File: src/rtl/if_fetch_unit.sv
// if_fetch_unit: LC-3b instruction-fetch stage.
// Owns the fetch PC, issues hold-until-response word reads, buffers returned
// words in a small FIFO and shows the FIFO head to the IF/ID register.
// A redirect clears the FIFO. If a read is already in flight, the unit waits
// in FLUSH for that read's response, discards it, and then resumes at the
// latched target.
module if_fetch_unit #(
  parameter int unsigned DEPTH    = 2,
  parameter logic [15:0] RESET_PC = 16'h0000
) (
  input  logic        clk,
  input  logic        reset,
  output logic        mem_read,
  output logic [15:0] mem_address,
  input  logic        mem_resp,
  input  logic [15:0] mem_rdata,
  input  logic        redirect,
  input  logic [15:0] redirect_pc,
  input  logic        id_ready,
  output logic        if_valid,
  output logic [15:0] if_pc,
  output logic [15:0] if_instr
);

  localparam int unsigned   PW      = (DEPTH > 1) ? $clog2(DEPTH) : 1;
  localparam int unsigned   CW      = PW + 1;
  localparam logic [CW-1:0] DEPTH_C = CW'(DEPTH);

  typedef enum logic {ST_RUN, ST_FLUSH} state_t;

  state_t        r_state, w_state_nxt;
  logic [15:0]   r_fetch_pc, w_fetch_pc_nxt;
  logic [15:0]   r_target, w_target_nxt;
  logic          r_pending, w_pending_nxt;
  logic [CW-1:0] r_count, w_count_nxt;
  logic [PW-1:0] r_rd_ptr, w_rd_ptr_nxt;
  logic [PW-1:0] r_wr_ptr, w_wr_ptr_nxt;
  logic [15:0]   r_fifo_pc    [DEPTH];
  logic [15:0]   r_fifo_instr [DEPTH];

  logic          w_resp;
  logic          w_push;
  logic          w_pop;
  logic [15:0]   w_redir_pc;
  logic [15:0]   w_reset_pc;

  // Instruction addresses are halfword aligned, so bit 0 is dropped.
  assign w_redir_pc  = redirect_pc & 16'hFFFE;
  assign w_reset_pc  = RESET_PC & 16'hFFFE;
  assign mem_address = r_fetch_pc;

  // Next-state, FIFO bookkeeping and output decode; reset forces the outputs quiet.
  always_comb begin
    w_state_nxt    = r_state;
    w_fetch_pc_nxt = r_fetch_pc;
    w_target_nxt   = r_target;
    w_pending_nxt  = 1'b0;
    w_count_nxt    = r_count;
    w_rd_ptr_nxt   = r_rd_ptr;
    w_wr_ptr_nxt   = r_wr_ptr;
    mem_read       = 1'b0;
    w_resp         = 1'b0;
    w_push         = 1'b0;
    w_pop          = 1'b0;
    if_valid       = 1'b0;
    if_pc          = 16'h0000;
    if_instr       = 16'h0000;

    if (!reset) begin
      // While a read is pending it stays asserted, even if the FIFO is full.
      mem_read = (r_state == ST_FLUSH) || r_pending || (r_count < DEPTH_C);
      w_resp   = mem_read && mem_resp;

      // A redirect hides the head in the same cycle, so the IF/ID register cannot load a wrong-path word.
      if_valid = (r_count != '0) && !redirect;
      if (if_valid) begin
        if_pc    = r_fifo_pc[r_rd_ptr];
        if_instr = r_fifo_instr[r_rd_ptr];
      end

      w_pop  = if_valid && id_ready;
      w_push = w_resp && (r_state == ST_RUN) && !redirect;

      if (w_push) begin
        w_wr_ptr_nxt   = r_wr_ptr + PW'(1);
        w_fetch_pc_nxt = r_fetch_pc + 16'd2;
      end
      if (w_pop) begin
        w_rd_ptr_nxt = r_rd_ptr + PW'(1);
      end
      w_count_nxt = r_count + {{(CW-1){1'b0}}, w_push} - {{(CW-1){1'b0}}, w_pop};

      case (r_state)
        ST_RUN: begin
          w_pending_nxt = mem_read && !mem_resp && !redirect;
          if (redirect) begin
            if (mem_read && !mem_resp) begin
              // The in-flight read cannot be aborted; wait for it in FLUSH.
              w_state_nxt  = ST_FLUSH;
              w_target_nxt = w_redir_pc;
            end else begin
              w_fetch_pc_nxt = w_redir_pc;
            end
          end
        end
        ST_FLUSH: begin
          if (w_resp) begin
            w_state_nxt    = ST_RUN;
            w_fetch_pc_nxt = redirect ? w_redir_pc : r_target;
          end else if (redirect) begin
            w_target_nxt = w_redir_pc;
          end
        end
        default: begin
          w_state_nxt = ST_RUN;
        end
      endcase

      if (redirect) begin
        w_count_nxt  = '0;
        w_rd_ptr_nxt = '0;
        w_wr_ptr_nxt = '0;
      end
    end
  end

  // FSM state register.
  always_ff @(posedge clk) begin
    if (reset) begin
      r_state <= ST_RUN;
    end else begin
      r_state <= w_state_nxt;
    end
  end

  // Fetch PC, redirect target, outstanding-read flag and FIFO pointers.
  always_ff @(posedge clk) begin
    if (reset) begin
      r_fetch_pc <= w_reset_pc;
      r_target   <= w_reset_pc;
      r_pending  <= 1'b0;
      r_count    <= '0;
      r_rd_ptr   <= '0;
      r_wr_ptr   <= '0;
    end else begin
      r_fetch_pc <= w_fetch_pc_nxt;
      r_target   <= w_target_nxt;
      r_pending  <= w_pending_nxt;
      r_count    <= w_count_nxt;
      r_rd_ptr   <= w_rd_ptr_nxt;
      r_wr_ptr   <= w_wr_ptr_nxt;
    end
  end

  // FIFO storage. It has no reset because entries are only shown when the count is nonzero.
  always_ff @(posedge clk) begin
    if (w_push) begin
      r_fifo_pc[r_wr_ptr]    <= r_fetch_pc;
      r_fifo_instr[r_wr_ptr] <= mem_rdata;
    end
  end

endmodule

File: config.mk
export PLATFORM = sky130hd
export DESIGN_NAME = if_fetch_unit
export DESIGN_NICKNAME = d
export VERILOG_FILES = /design/src/rtl/if_fetch_unit.sv
export SDC_FILE = /design/constraint.sdc
export NUM_CORES = 1
export LEC_CHECK = 0
export CAP_MARGIN = 25
export CORE_MARGIN = 1
export CORE_UTILIZATION = 49
export CTS_BUF_LIST = sky130_fd_sc_hd__clkbuf_2 sky130_fd_sc_hd__clkbuf_4 sky130_fd_sc_hd__clkbuf_8
export DETAILED_ROUTE_END_ITERATION = 12
export GPL_ROUTABILITY_DRIVEN = 0
export GPL_TIMING_DRIVEN = 0
export PLACE_DENSITY_LB_ADDON = 0.08
export SLEW_MARGIN = 20
export SYNTH_ARGS = -nofsm -noshare
export SYNTH_HDL_FRONTEND = slang
export SYNTH_SLANG_ARGS = --single-unit
File: constraint.sdc
create_clock -name clk -period 3.5 [get_ports clk]
set_input_delay 0.35 -clock clk [delete_from_list [all_inputs] [get_ports clk]]
set_output_delay 0.35 -clock clk [all_outputs]
set_load 0.03 [all_outputs]
# ---- Yosys cells after proc, flatten, opt, wreduce, memory -nomap -nowiden
# Memories as Yosys holds them, arrays and structs flattened. A register that Yosys moved wholly into a read port is not among the register bits.
# Cells that the tools add are included.
dict set report word_totals {
  regBits 38
  mem_bits_rw 64
  out_inout_bits 50
  elab_cells 61
  memories 2
}
# name words width read_ports rd_ports_with_merged_regs write_ports line
set memory_table {}
lappend memory_table {r_fifo_instr 2 16 1 1 1 39} ;# logic [15:0] r_fifo_instr [DEPTH];
lappend memory_table {r_fifo_pc 2 16 1 1 1 38} ;# logic [15:0] r_fifo_pc [DEPTH];
dict set report op_classes {
  add_sub_neg 5
  magnitude_cmp 1
  eq_ne 3
  muxes 27
  bitwise_logic 1
  n_reduce_logical 15
}
# op n
set ops {}
lappend ops {{16-bit 2-to-1 mux} 12}
lappend ops {{16-bit one-hot mux with 2 select lines} 2}
lappend ops {{16-bit by 2-bit adder with 16-bit output, second input constant} 1}
lappend ops {{1-bit 2-to-1 mux} 12}
lappend ops {{1-bit logical AND} 7}
lappend ops {{2-bit != test, second input constant} 2}
lappend ops {{2-bit OR reduction} 2}
lappend ops {{3-bit AND reduction} 1}
lappend ops {{1-bit adder, second input constant} 2}
lappend ops {{2-bit by 1-bit adder with 2-bit output} 1}
lappend ops {{1-bit zero test} 2}
lappend ops {{1-bit logical OR} 2}
lappend ops {{2-bit less-than comparator, second input constant} 1}
lappend ops {{2-bit by 1-bit != test with 1-bit output, second input constant} 1}
lappend ops {{1-bit one-hot mux with 2 select lines} 1}
lappend ops {{2-bit nonzero test} 1}
lappend ops {{2-bit by 1-bit subtractor with 2-bit output} 1}
lappend ops {{1-bit NOT} 1}

# ---- Logic depth before layout (Yosys ltp)
dict set report depth {
  depth_word 9
  mapped_depth 8
}

# ---- Worst setup path before layout
# Ideal clock, no wire load.
dict set report synth_path {
  path_type {input to register}
  from {input mem_resp}
  to {memory r_fifo_instr[1][0], enable pin}
  setup_ps 461
  arrival_ps 3370
  required_time_ps 3039
  path_slack_ps -331
  cell_stages 5
  n_path_buf 3
  path_cell_list {buf_2 > buf_1 > clkbuf_1 > nand3_1 > nor3_1}
}
dict set report synth_between {
  elab_chain_len 6
}
# element line
set synth_lines {}
lappend synth_lines {{from (decl)} 15} ;# input logic mem_resp,
lappend synth_lines {{1-bit logical AND} 72} ;# w_resp = mem_read && mem_resp;
lappend synth_lines {{1-bit logical AND (2 in a row)} 82} ;# w_push = w_resp && (r_state == ST_RUN) && !redirect;
lappend synth_lines {{1-bit 2-to-1 mux} 69} ;# if (!reset) begin
lappend synth_lines {{1-bit 2-to-1 mux} 157} ;# if (w_push) begin
lappend synth_lines {{1-bit 2-to-1 mux (not written as such)} 159} ;# r_fifo_instr[r_wr_ptr] <= mem_rdata;
lappend synth_lines {{to (decl)} 39}
# Every way passes these cells.

==> impl_metrics.py <==
metrics = {
    "final_layout": {
        "final_nets": 544,
        "fin_area_um2": 5943,
        "final_cells": 639,
        "insertedDiodeCount": 0,
        "drive_gt1_share_pct": 9.020,
        "area_growth_pct": 27.28,
    },
    "setup_path": {
        "ff2ff_path_depth": 8,
        "start_kind": "flip-flop",
        "endpoint_kind": "primary output",
        "crit_type": "flip-flop to primary output",
        "r2r_start": "r_state",
        "rrSetupSlack_ps": 1360,
        "critPathRequiredTime_ps": 3150,
        "rr_endpoint": "r_count[1]",
        "cp_max_fo": 10,
        "crit_arrival_ps": 2550,
    },
    "routing": {
        "wl_mm": 10.20,
        "vias": 3466,
        "drtIter0Drc": 157,
        "drt_first_pass_iters": 4,
        "viasPerCell": 5.424,
        "drc": 0,
        "postRouteAntennaNets": 0,
        "wl_per_cell_um": 15.96,
    },
    "synth": {
        "synth-seq-area-share_pct": 57.88,
        "synth.top_cell.area_share_pct": 41.16,
        "yosys-top-cells-count": "72 x nor2_1, 64 x edfxtp_1, 61 x mux2i_1",
        "syn-cell-area_um2": 4669,
        "synthArstFlopShare_pct": 0,
        "yosysUniqueCellTypes": 53,
        "synth-main-ff-cell": "edfxtp_1",
        "netlist_instances": 407,
        "yosys_warnings": 0,
        "syn_area_per_cell_um2": 11.47,
        "synth_area_leader_cell": "edfxtp_1",
        "yosysMostFrequentCell": "nor2_1",
        "synth_nets": 446,
        "synthTopCellsByArea": "edfxtp_1 41%, dfxtp_1 17%, mux2i_1 13%, nor2_1 5.8%, o21ai_0 1.8%",
        "synth_seq_cells": 103,
        "synth_edf_count": 64,
    },
    "clock_tree": {
        "cts_tree": "built",
        "htreeDepth": 3,
        "cts-root-buf": "clkbuf_8",
        "clock-sinks": 103,
        "cts_resized": 0,
        "clk_latency_ps": 370,
        "clk_path_buf_depth": 2,
        "cts.clk_slew.worst_paths_ps": 100,
        "numCtsBuffers": 9,
        "hold_buffers": 0,
        "cts_setup_buffers": 0,
    },
    "sta": {
        "worstMarginPinSlew_ps": 732.4,
        "finalWorstSetupSlack_ps": 603.8,
        "period_needed_ps": 2896,
        "period_share_pct": 82.75,
        "finalHoldViolCount": 0,
        "tns_ps": 0,
        "drv_slew": 0,
        "relSlewSlack_pct": 51.17,
        "rsz0062_at_grt": "no",
        "finalSetupViolations": 0,
        "fmax_mhz": 345.3,
        "fin_skew_ps": 16.56,
    },
    "floorplanning": {
        "dieWidth_um": 99.62,
        "io_pins": 87,
        "die_area_um2": 9924,
        "rows": 35,
        "coreArea_um2": 9240,
        "die_h_um": 99.62,
        "start_util_pct": 50.53,
    },
    "global_route": {
        "antenna_found_initial": 0,
        "grt.total_usage_pct": 21.51,
        "grt_max_degree": 20,
        "grt_overflow": 0,
        "grt_pass1_vias": 3312,
        "grt_pass1_wl_mm": 16.56,
    },
    "pwr": {
        "max-vdd-ir-drop_v": 0.0002083,
        "p_leak_uw": 0.001964,
        "power.density_nw_per_um2": 402.5,
    },
    "worst_hold_path": {
        "hold_class": "primary input to flip-flop",
        "min_to": "r_count[1]",
        "hold_depth": 4,
        "min_from": "reset",
    },
    "placed_design": {
        "placed_area_um2": 5757,
        "dp_slack_ps": 479.9,
        "hpwl_mm": 7.313,
        "dp.cells": 623,
        "portBuffers": 83,
    },
    "run": {
        "drv_cap": 0,
    },
    "outcome": {
        "status": "completed",
    },
}
## metrics by stage
step / utilization (%) / total power, µW / hold WS, ps
floorplan: - / 1575 / 427.1
global placement: 61.38 / 1703 / 456.3
detailed placement: 62.30 / 1713 / 461.1
CTS: 64.32 / 2410 / 355.5
global route: 64.32 / 2492 / 362.1
finish: 64.32 / 2392 / 355.4
## worst max-delay path: stages (launching register included)
cell and delay, ps:
dfxtp_1 320, clkbuf_1 260, clkbuf_1 600, mux2i_1 160
nor2_1 160, clkdlybuf4s50_1 690
## cells in the final DEF (no fill, tap or decap), types with 3 or more instances in the layout
| cell type | instances |
|---|---|
| a211oi_1 | 6 |
| a21oi_1 | 9 |
| a31oi_1 | 9 |
| and3_1 | 3 |
| buf_2 | 5 |
| buf_8 | 3 |
| clkbuf_1 | 13 |
| clkbuf_8 | 11 |
| clkdlybuf4s50_1 | 83 |
| dfxtp_1 | 39 |
| edfxtp_1 | 64 |
| inv_1 | 3 |
| mux2i_1 | 61 |
| nand2_1 | 19 |
| nand3_1 | 5 |
| nand4_1 | 6 |
| nor2_1 | 72 |
| nor3_1 | 8 |
| o21ai_0 | 17 |
| o22ai_1 | 8 |
| xnor2_1 | 8 |
| xor2_1 | 4 |
## power by group
group	switching, µW	internal (µW)
registers	49.9	1330
clock network	425	279
logic	166	140
total	641	1750
## cell type report
type	count	area, µm²
plain buffers	25	135.1
clock buffers	10	131.4
clock inverters	6	55.05
fillers	762	3297
inverters	3	11.26
multi-input cells	276	1843
flip-flops and latches	103	2703
well taps	129	161.4
repair buffers	87	903.4
## worst max path at each step
stage	startpoint	to	slack (ps)
2_1_floorplan	mem_resp	r_fifo_instr[1][0]	640
3_3_place_gp	mem_resp	r_fifo_instr[1][4]	-940
3_5_place_dp	mem_resp	r_fifo_instr[1][9]	480
4_1_cts	flip-flop	if_pc[4]	570
5_1_grt	flip-flop	if_pc[10]	400
6_report	flip-flop	if_pc[4]	600
## kinds of logic (layout without fill, tap and decap cells)
family,Yosys count,in the layout,synth area share [%]
and+or+nand+nor,139,139,14.79
DFF,103,103,57.88
muxes,63,63,13.56
AOI/OAI and AO/OA,60,60,7.851
buffers and inverters,28,131,3.135
xor gates and xnor gates,12,12,2.251
adders and majority gates,2,2,0.5358
## flip-flops by register name, indices dropped and copies added (netlist names), named ones only
| signal | cells |
|---|---|
| r_fifo_instr | 32 |
| r_count | 2 |
| r_wr_ptr | 1 |
| r_rd_ptr | 1 |
| mem_address | 16 |
| r_target | 16 |
| r_pending | 1 |
| r_fifo_pc | 32 |
| r_state | 1 |
## metal layers
layer	routed length [µm]	part of all wire, %	global-route usage [%]
met3	559	5.5	4.849
met5	0	0	0
met1	4636	45	28.92
met4	226	2.2	8.937
met2	4776	47	33.71
No activity file was read; power rests on OpenSTA's default activity.
